`src/rtl/uart_tx_arbiter.sv`:
```
// Round-robin scheduler sharing one UART transmit path between N byte producers.
// Grants one requester, strobes load then SEND, and waits for NINTO (with timeout) plus a gap.
module uart_tx_arbiter #(
    parameter int unsigned N          = 4,
    parameter int unsigned TIMEOUT    = 4096,
    parameter int unsigned GAP_CYCLES = 2
) (
    input  logic             Clock,
    input  logic             Reset,
    input  logic [N-1:0]     req,
    input  logic [8*N-1:0]   req_data,
    output logic [N-1:0]     ack,
    output logic             load,
    output logic             SEND,
    output logic [7:0]       Tx_Data,
    input  logic             NINTO,
    output logic             busy,
    output logic [2:0]       grant_id,
    output logic             timeout_err,
    input  logic             clr_err
);

    localparam int unsigned WCW = $clog2(TIMEOUT);
    localparam int unsigned GCW = (GAP_CYCLES > 1) ? $clog2(GAP_CYCLES) : 1;
    localparam logic [WCW-1:0] WAIT_LAST = WCW'(TIMEOUT - 1);
    localparam logic [GCW-1:0] GAP_LAST  = GCW'(GAP_CYCLES - 1);

    typedef enum logic [2:0] {S_IDLE, S_LOAD, S_SEND, S_WAIT, S_GAP} state_t;

    state_t         state, state_n;
    logic [2:0]     rr_ptr, rr_ptr_n;
    logic [WCW-1:0] wcnt, wcnt_n;
    logic [GCW-1:0] gcnt, gcnt_n;

    logic [N-1:0]   ack_n;
    logic           load_n, send_n, busy_n, err_n;
    logic [7:0]     data_n;
    logic [2:0]     grant_n;

    logic           found;
    logic [2:0]     win;
    logic [7:0]     data_sel;
    logic [N-1:0]   ack_sel;

    // Winner search: first set request after the pointer, wrapping modulo N.
    always_comb begin
        found    = 1'b0;
        win      = '0;
        data_sel = '0;
        ack_sel  = '0;
        for (int k = 1; k <= int'(N); k++) begin
            for (int i = 0; i < int'(N); i++) begin
                if (!found && ((int'(rr_ptr) + k) % int'(N) == i) && req[i]) begin
                    found = 1'b1;
                    win   = 3'(i);
                end
            end
        end
        for (int i = 0; i < int'(N); i++) begin
            if (3'(i) == win) begin
                data_sel   = req_data[8*i +: 8];
                ack_sel[i] = found;
            end
        end
    end

    // Next-state and next-output logic; every output is the registered copy of these.
    always_comb begin
        state_n  = state;
        rr_ptr_n = rr_ptr;
        wcnt_n   = wcnt;
        gcnt_n   = gcnt;
        ack_n    = '0;
        load_n   = 1'b0;
        send_n   = 1'b0;
        data_n   = Tx_Data;
        grant_n  = grant_id;
        err_n    = timeout_err;

        if (clr_err) begin
            err_n = 1'b0;
        end

        case (state)
            S_IDLE: begin
                if (found) begin
                    state_n  = S_LOAD;
                    data_n   = data_sel;
                    grant_n  = win;
                    rr_ptr_n = win;
                    ack_n    = ack_sel;
                    load_n   = 1'b1;
                end
            end
            S_LOAD: begin
                state_n = S_SEND;
                send_n  = 1'b1;
            end
            S_SEND: begin
                state_n = S_WAIT;
                wcnt_n  = '0;
            end
            S_WAIT: begin
                if (!NINTO) begin
                    state_n = S_GAP;
                    gcnt_n  = '0;
                end else if (wcnt == WAIT_LAST) begin
                    // Timeout set outranks a same-cycle clear.
                    err_n   = 1'b1;
                    state_n = S_GAP;
                    gcnt_n  = '0;
                end else begin
                    wcnt_n = wcnt + WCW'(1);
                end
            end
            S_GAP: begin
                if (gcnt == GAP_LAST) begin
                    state_n = S_IDLE;
                end else begin
                    gcnt_n = gcnt + GCW'(1);
                end
            end
            default: state_n = S_IDLE;
        endcase

        busy_n = (state_n != S_IDLE);
    end

    always_ff @(posedge Clock) begin
        if (Reset) begin
            state       <= S_IDLE;
            rr_ptr      <= 3'(N - 1);
            wcnt        <= '0;
            gcnt        <= '0;
            ack         <= '0;
            load        <= 1'b0;
            SEND        <= 1'b0;
            Tx_Data     <= '0;
            busy        <= 1'b0;
            grant_id    <= '0;
            timeout_err <= 1'b0;
        end else begin
            state       <= state_n;
            rr_ptr      <= rr_ptr_n;
            wcnt        <= wcnt_n;
            gcnt        <= gcnt_n;
            ack         <= ack_n;
            load        <= load_n;
            SEND        <= send_n;
            Tx_Data     <= data_n;
            busy        <= busy_n;
            grant_id    <= grant_n;
            timeout_err <= err_n;
        end
    end

endmodule

```
`config.mk`:
```
export PLATFORM = sky130hd
export DESIGN_NAME = uart_tx_arbiter
export DESIGN_NICKNAME = d
export VERILOG_FILES = /design/src/rtl/uart_tx_arbiter.sv
export SDC_FILE = /design/constraint.sdc
export NUM_CORES = 1
export LEC_CHECK = 0
export ABC_AREA = 1
export BUFFER_PORTS_ARGS = -buffer_cell sky130_fd_sc_hd__buf_2
export CAP_MARGIN = 40
export CORE_ASPECT_RATIO = 1.25
export CORE_MARGIN = 4
export CORE_UTILIZATION = 45
export DETAILED_ROUTE_END_ITERATION = 8
export GPL_TIMING_DRIVEN = 1
export MAX_ROUTING_LAYER = met4
export PLACE_DENSITY_LB_ADDON = 0.25
export SLEW_MARGIN = 20
export SYNTH_ARGS = -nofsm -noshare
export SYNTH_HDL_FRONTEND = slang
export SYNTH_SLANG_ARGS = --single-unit
```
`constraint.sdc`:
```
create_clock -name Clock -period 2.17 [get_ports Clock]
set_clock_uncertainty 0.15 [all_clocks]
set_input_delay 0.1085 -clock Clock [delete_from_list [all_inputs] [get_ports Clock]]
set_output_delay 0.1085 -clock Clock [all_outputs]
set_load 0.03 [all_outputs]
```
# Yosys cells after proc, flatten, opt, wreduce, memory -nomap -nowiden
# Index checks and enable logic that the tools add are counted.
# classes
addsub	6
bitwise	6
n_eq_ne	23
n_mux	57
n_reduce_logical	64
# op_table
op	count
32-bit zero test	4
3-bit 2-to-1 mux	18
8-bit 2-to-1 mux	4
1-bit logical AND	31
1-bit 2-to-1 mux	30
3-bit == test, second input constant	9
12-bit 2-to-1 mux	2
12-bit case mux with 2 select lines	1
3-bit by 2-bit == test with 1-bit output, second input constant	6
1-bit zero test	15
3-bit case mux with 5 select lines	1
12-bit by 1-bit adder with 12-bit output, second input constant	1
12-bit == test, second input constant	1
2-bit OR reduction	5
2-bit by 3-bit == test with 1-bit output, first input constant	2
3-bit zero test	2
2-bit by 1-bit adder with 2-bit output, second input constant	2
2-bit adder, second input constant	2
1-bit bitwise AND, first input constant	4
2-bit != test, second input constant	2
2-bit AND reduction	2
2-bit nonzero test	2
1-bit by 3-bit == test with 1-bit output, first input constant	1
3-bit by 1-bit == test with 1-bit output, second input constant	1
other kinds (7)	8
# word_totals
output_inout_bits	19
inputBits	40
word_cells	167
reg_bits	37

# Logic depth before layout (Yosys ltp)
# depth
ltp_word	71
ltp_mapped	18
depth_no_buf	18

# Least setup slack after synthesis
# No wires, ideal clock.
# synth_timing
path_kind	reg-to-reg
start	reg wcnt[1]
end	reg wcnt[9]
stages_incl_launch_ff	17
t_arrival_ps	1924
path_buffers	0
t_required_ps	1892
setup_ps	128
period_less_slack_ps	2202
path_slack_ps	-32
cell_sequence	dfxtp_1 > ha_1 > nand2_1 > nor3_1 > nand2_1 > nor3b_2 > inv_1 > nand2_1 > nand2_1 > inv_2 > nor2_1 > nand4_1 > nor2_1 > nand2_1 > nor2_1 > a21oi_1 > nor3_1
# synth_via
elab_chain_len	4
word_cells_on_any_way	7
cone_classes	1 x add/sub; 2 x eq/ne; 3 x mux; 1 x reduce/logical
# synth_rtl
element	line	text
start, declared	32	logic [WCW-1:0] wcnt, wcnt_n;
start signal, assigned	145	wcnt <= wcnt_n;
12-bit by 1-bit adder with 12-bit output	113	wcnt_n = wcnt + WCW'(1);
12-bit 2-to-1 mux	107	end else if (wcnt == WAIT_LAST) begin
12-bit 2-to-1 mux	104	if (!NINTO) begin
12-bit case mux with 2 select lines	84	case (state)
# Several ways; a longest one is shown, not always the timed one. The select of a mux whose other input is x is not followed.
# A chain may end at the register's enable or synchronous reset.

# Worst setup path after layout
# layout_timing
start	reg rr_ptr[0]
end	reg Tx_Data[2]
# layout_via
elab_chain_len	71
word_cells_on_any_way	114
cone_classes	4 x add/sub; 15 x eq/ne; 35 x mux; 4 x bitwise; 56 x reduce/logical
# layout_rtl
element	line	text
start, declared	31	logic [2:0] rr_ptr, rr_ptr_n;
start signal, assigned	132	rr_ptr <= 3'(N - 1);
start signal, assigned	144	rr_ptr <= rr_ptr_n;
2-bit by 1-bit adder with 2-bit output	53	if (!found && ((int'(rr_ptr) + k) % int'(N) == i) && req[i]) begin
2-bit OR reduction (no source line)	--	
1-bit bitwise AND (no source line)	--	
32-bit zero test	53	
1-bit logical AND	53	
1-bit 2-to-1 mux	53	
1-bit zero test	53	
1-bit logical AND (2 in a row)	53	
[... 49 more ...]	--	
1-bit zero test	53	
1-bit logical AND (2 in a row)	53	
1-bit 2-to-1 mux	53	
1-bit zero test	53	
1-bit logical AND (2 in a row)	53	
3-bit 2-to-1 mux	53	
3-bit zero test	60	if (3'(i) == win) begin
8-bit 2-to-1 mux (4 in a row)	60	
end signal, assigned	150	Tx_Data <= data_n;
end, declared	15	output logic [7:0] Tx_Data,
# Several ways; a longest one is shown, not always the timed one.

==> results.md <==
Global route:
- The initial antenna violation count is 0.
- For met2 alone, demand over resource in global routing was 46.13%.
- The most congested layer reported by global routing is met2.
- The global-route usage over all layers is 24.51%.
- Summed over all layers, the global routing overflow is 0.
- The met3 layer usage reported by global route is 4.241%.
- Entering global routing, the biggest net connects 14 pins.
- The global routing usage on met1 is 22.99%.
- The first global-routing pass estimated 9.977 mm of wire.
- The via count of the first global-routing pass is 2396.

Layout:
- The repair_antennas step left the layout with diodes totalling 0.
- The multi-input combinational cells in the finished layout cover a total of 0.001285 sq mm.
- The net count of the finished layout is 456.
- The post-route non-filler standard cell count is 472.
- The finished layout cell area is 0.003238 sq mm.
- The area overhead of the layout relative to synthesis is 66.32%.
- In the final layout, flip-flops and latches occupy 733.2 sq um.
- Measured on the finished design, the core utilization comes to 78.38%.
- In the final layout, the share of cells above drive strength 1 is 46.39%.
- The number of fill cells in the layout is 295.

Synth:
- The number of nets handed over by synthesis was 327.
- The top cell type by total area after synthesis is sky130_fd_sc_hd__dfxtp_1.
- By area the synthesized netlist is led by sky130_fd_sc_hd__dfxtp_1 37%, sky130_fd_sc_hd__nand2_1 11%, sky130_fd_sc_hd__nor2_1 7.9%, sky130_fd_sc_hd__nand3_1 7.7%, sky130_fd_sc_hd__inv_1 6.4%.
- The cell area after technology mapping is 0.001947 sq mm.
- After synthesis, the mean cell area works out to 6.807 sq um.
- The post-synthesis cell count is 286.
- The most used standard cell by instance count after synthesis is sky130_fd_sc_hd__nand2_1.
- By count the netlist is led by 56 x sky130_fd_sc_hd__nand2_1, 41 x sky130_fd_sc_hd__nor2_1, 36 x sky130_fd_sc_hd__dfxtp_1.
- The number of enable-type register cells in the synthesized netlist is 0.
- The share of synthesized registers carrying an async set or reset is 0%.
- Counting flops and latches in the post-synthesis netlist gives 36.
- The number of distinct library cell variants in the gate-level netlist after synthesis is 36.
- The flip-flop cell with the highest count after synthesis is sky130_fd_sc_hd__dfxtp_1.
- The Yosys step of the flow raised 0 warnings.
- Sequential elements use 37.02% of the synthesized area.
- The area share of the largest cell type after synthesis is 37.02%.

Drt:
- The average via count per standard cell is 5.288.
- The average wire per cell in the routed design is 14.88 microns.
- The final layout contains routed wiring with a total length of 7.025 mm.
- The via count is 2496.
- The total iterations of the first detailed-routing run is 4.
- The number of design rule violations left after detail routing is 0.
- The count of nets left with antenna violations once routing finished came out at 0.
- The number of design-rule violations left by the first detailed-router iteration is 136.

Clock network:
- The number of clock buffers added by TritonCTS is 5.
- The post-CTS clock slew at the launch and capture registers of the worst setup and hold paths is 0.08 ns.
- TritonCTS built the clock tree.
- The clock tree root buffer cell is sky130_fd_sc_hd__clkbuf_8.
- The deepest clock path buffer count is 2.
- The clock insertion delay at the later pin of the skew report is 0.30 ns.
- The deepest level of the CTS H-tree is 2.
- Counting every sink on the clock net gives 36.

Pwr:
- The design draws 4304 uW.
- In this run the power density over the cells is 1329 mW/mm^2.
- IR analysis of the VDD net gives a maximum drop of 1.018 mV.
- In this run the static leakage power is 0.001505 uW.

Placed design:
- The last weighted congestion value of the routability-driven placer is 0.8954.
- The HPWL after detailed placement is 3.968 mm.
- Port buffering added 57 buffers.
- The instance area after placement is 0.002491 sq mm.
- The post-placement cell count is 422.

Die:
- The initialized floorplan defines 26 standard-cell rows.
- The floorplan step set the die width to 66.83 microns.
- The die extent in y is 81.54 microns.
- The effective utilization at floorplan is 47.12%.
- After floorplanning, the core was sized to cover 0.004131 sq mm.
- 59 I/O pins were placed.
- The die area is 0.005449 sq mm.

Timing:
- The final period utilization is 113.9%.
- The final critical delay including setup and external delays is 2.471 ns.
- The minimum setup slack in the final design is -0.3010 ns.
- The count of final hold-check violations was 0.
- The maximum operating frequency is 404.7 MHz.
- Setup repair after global routing could not meet its margin everywhere.
- The total setup violations reported at the end of the flow is 22.
- The count of final max-slew check failures is 0.

Worst setup path:
- The largest fanout of any net on the critical path is 6.
- Grouping stages by cell kind, the critical path spends the most delay in simple AND/OR/NAND/NOR gates.
- The capturing element type of the critical path is a flip-flop.
- The critical path goes through inv_4, nor2_4, nand2_2, nand2_2, nor2_4, nand4_1, nand3_1, nor2_2, nand3b_1, a21oi_2, nand2_4, buf_6, nand3_1, nand3_2, nor2_4, nor2_1.
- The number of buffer and inverter stages on the critical path is 2.
- Data on the critical path is required at its endpoint by 2.21 ns.
- Counting stages on the worst path, the most repeated cell is sky130_fd_sc_hd__nor2_4.
- The stage delay of the slowest cell on the critical path is 0.40 ns.
- For this design, the slowest cell found on the critical path is sky130_fd_sc_hd__dfxtp_4.
- STA classifies the critical path startpoint as a flip-flop.
- The worst path arrival time is 2.51 ns.
- The type of the worst setup path is flip-flop to flip-flop.

Hold path:
- The worst hold path belongs to the class input pin to flip-flop.

Run status:
- The checks that failed: negative setup slack.
- The flow ran to the end, but the final reports show violations.

Run:
- Max-cap violations in this run came to 0.
-- power by group --
group | total [uW] | switching, uW | internal (uW)
combinational | 2870 | 1720 | 1150
clock | 489 | 262 | 227
sequential | 945 | 118 | 827
-- final timing paths --
kind,startpoint,endpoint,slack (ns),cells past startpoint
max reg2reg,rr_ptr[0],Tx_Data[2],-0.30,16
min,req_data[16],Tx_Data[0],0.04,5
min reg2reg,timeout_err,timeout_err,0.33,2
max,rr_ptr[0],Tx_Data[2],-0.30,16
-- tightest hold or removal path, cell delays in order --
cell and delay (ns):
sky130_fd_sc_hd__buf_2 0.08, sky130_fd_sc_hd__nand3_1 0.07, sky130_fd_sc_hd__nand3_1 0.09, sky130_fd_sc_hd__nor2_1 0.04, sky130_fd_sc_hd__nor2_1 0.06
-- flip-flops by register name, summed over array words and instances, names as in the netlist --
| name | flops |
|---|---|
| SEND | 1 |
| Tx_Data | 8 |
| ack | 4 |
| busy | 1 |
| gcnt | 1 |
| grant_id | 2 |
| load | 1 |
| rr_ptr | 2 |
| state | 3 |
| timeout_err | 1 |
| wcnt | 12 |
-- metrics by stage --
| step | hold slack (ns) | worst slack, ns | TNS, ns |
|---|---|---|---|
| detailed placement | 0.2338 | -0.2249 | -3.655 |
| CTS | 0.02864 | -0.09063 | -0.7175 |
| global placement | 0.2197 | -0.1305 | -1.983 |
| finish | 0.04434 | -0.3010 | -3.051 |
| global route | 0.06896 | -0.4208 | -6.267 |
| floorplan | 0.03019 | 0.008177 | 0 |
-- final cells by class --
class | instances | area share (%)
timing repair buffer | 127 | 27.40
sequential | 36 | 22.64
timing repair inverter | 3 | 0.6955
tap | 56 | 2.164
multi-input combinational | 205 | 39.68
clock buffer | 5 | 2.125
inverter | 37 | 4.560
clock inverter | 3 | 0.7342
-- kinds of logic after synthesis --
group,after synthesis,share of synthesized area [%]
compound gates,30,9.255
fa+ha+maj,1,0.6426
buf+inv,45,9.896
flops,36,37.02
other cells,1,0.1926
simple gates,173,43.00
-- routing by layer --
layer	wire [microns]	vias to the layer above
met2	3828	102
met3	310	38
met5	0	-
met4	348	0
li1	-	1196
met1	2537	1160
-- cell usage in the layout (no fill, tap or decap), types with 10 or more instances in the layout --
master / count
sky130_fd_sc_hd__inv_1: 28
sky130_fd_sc_hd__nor3_1: 15
sky130_fd_sc_hd__dlygate4sd3_1: 20
sky130_fd_sc_hd__nand2_1: 39
sky130_fd_sc_hd__buf_4: 43
sky130_fd_sc_hd__nand4_1: 10
sky130_fd_sc_hd__nand2_2: 16
sky130_fd_sc_hd__nor2_1: 30
sky130_fd_sc_hd__buf_2: 57
sky130_fd_sc_hd__nand3_1: 22
sky130_fd_sc_hd__dfxtp_1: 32
sky130_fd_sc_hd__nor2_4: 10
-- timing repair --
action | CTS | global route
hold endpoints to repair | 9 | 0
hold buffers | 20 | 0
cloned | 3 | 0
pin swaps | 5 | 25
setup endpoints to repair | 23 | 28
gates resized for setup | 22 | 63
buffers inserted | 14 | 6
Power figures use the tool's default switching activity.
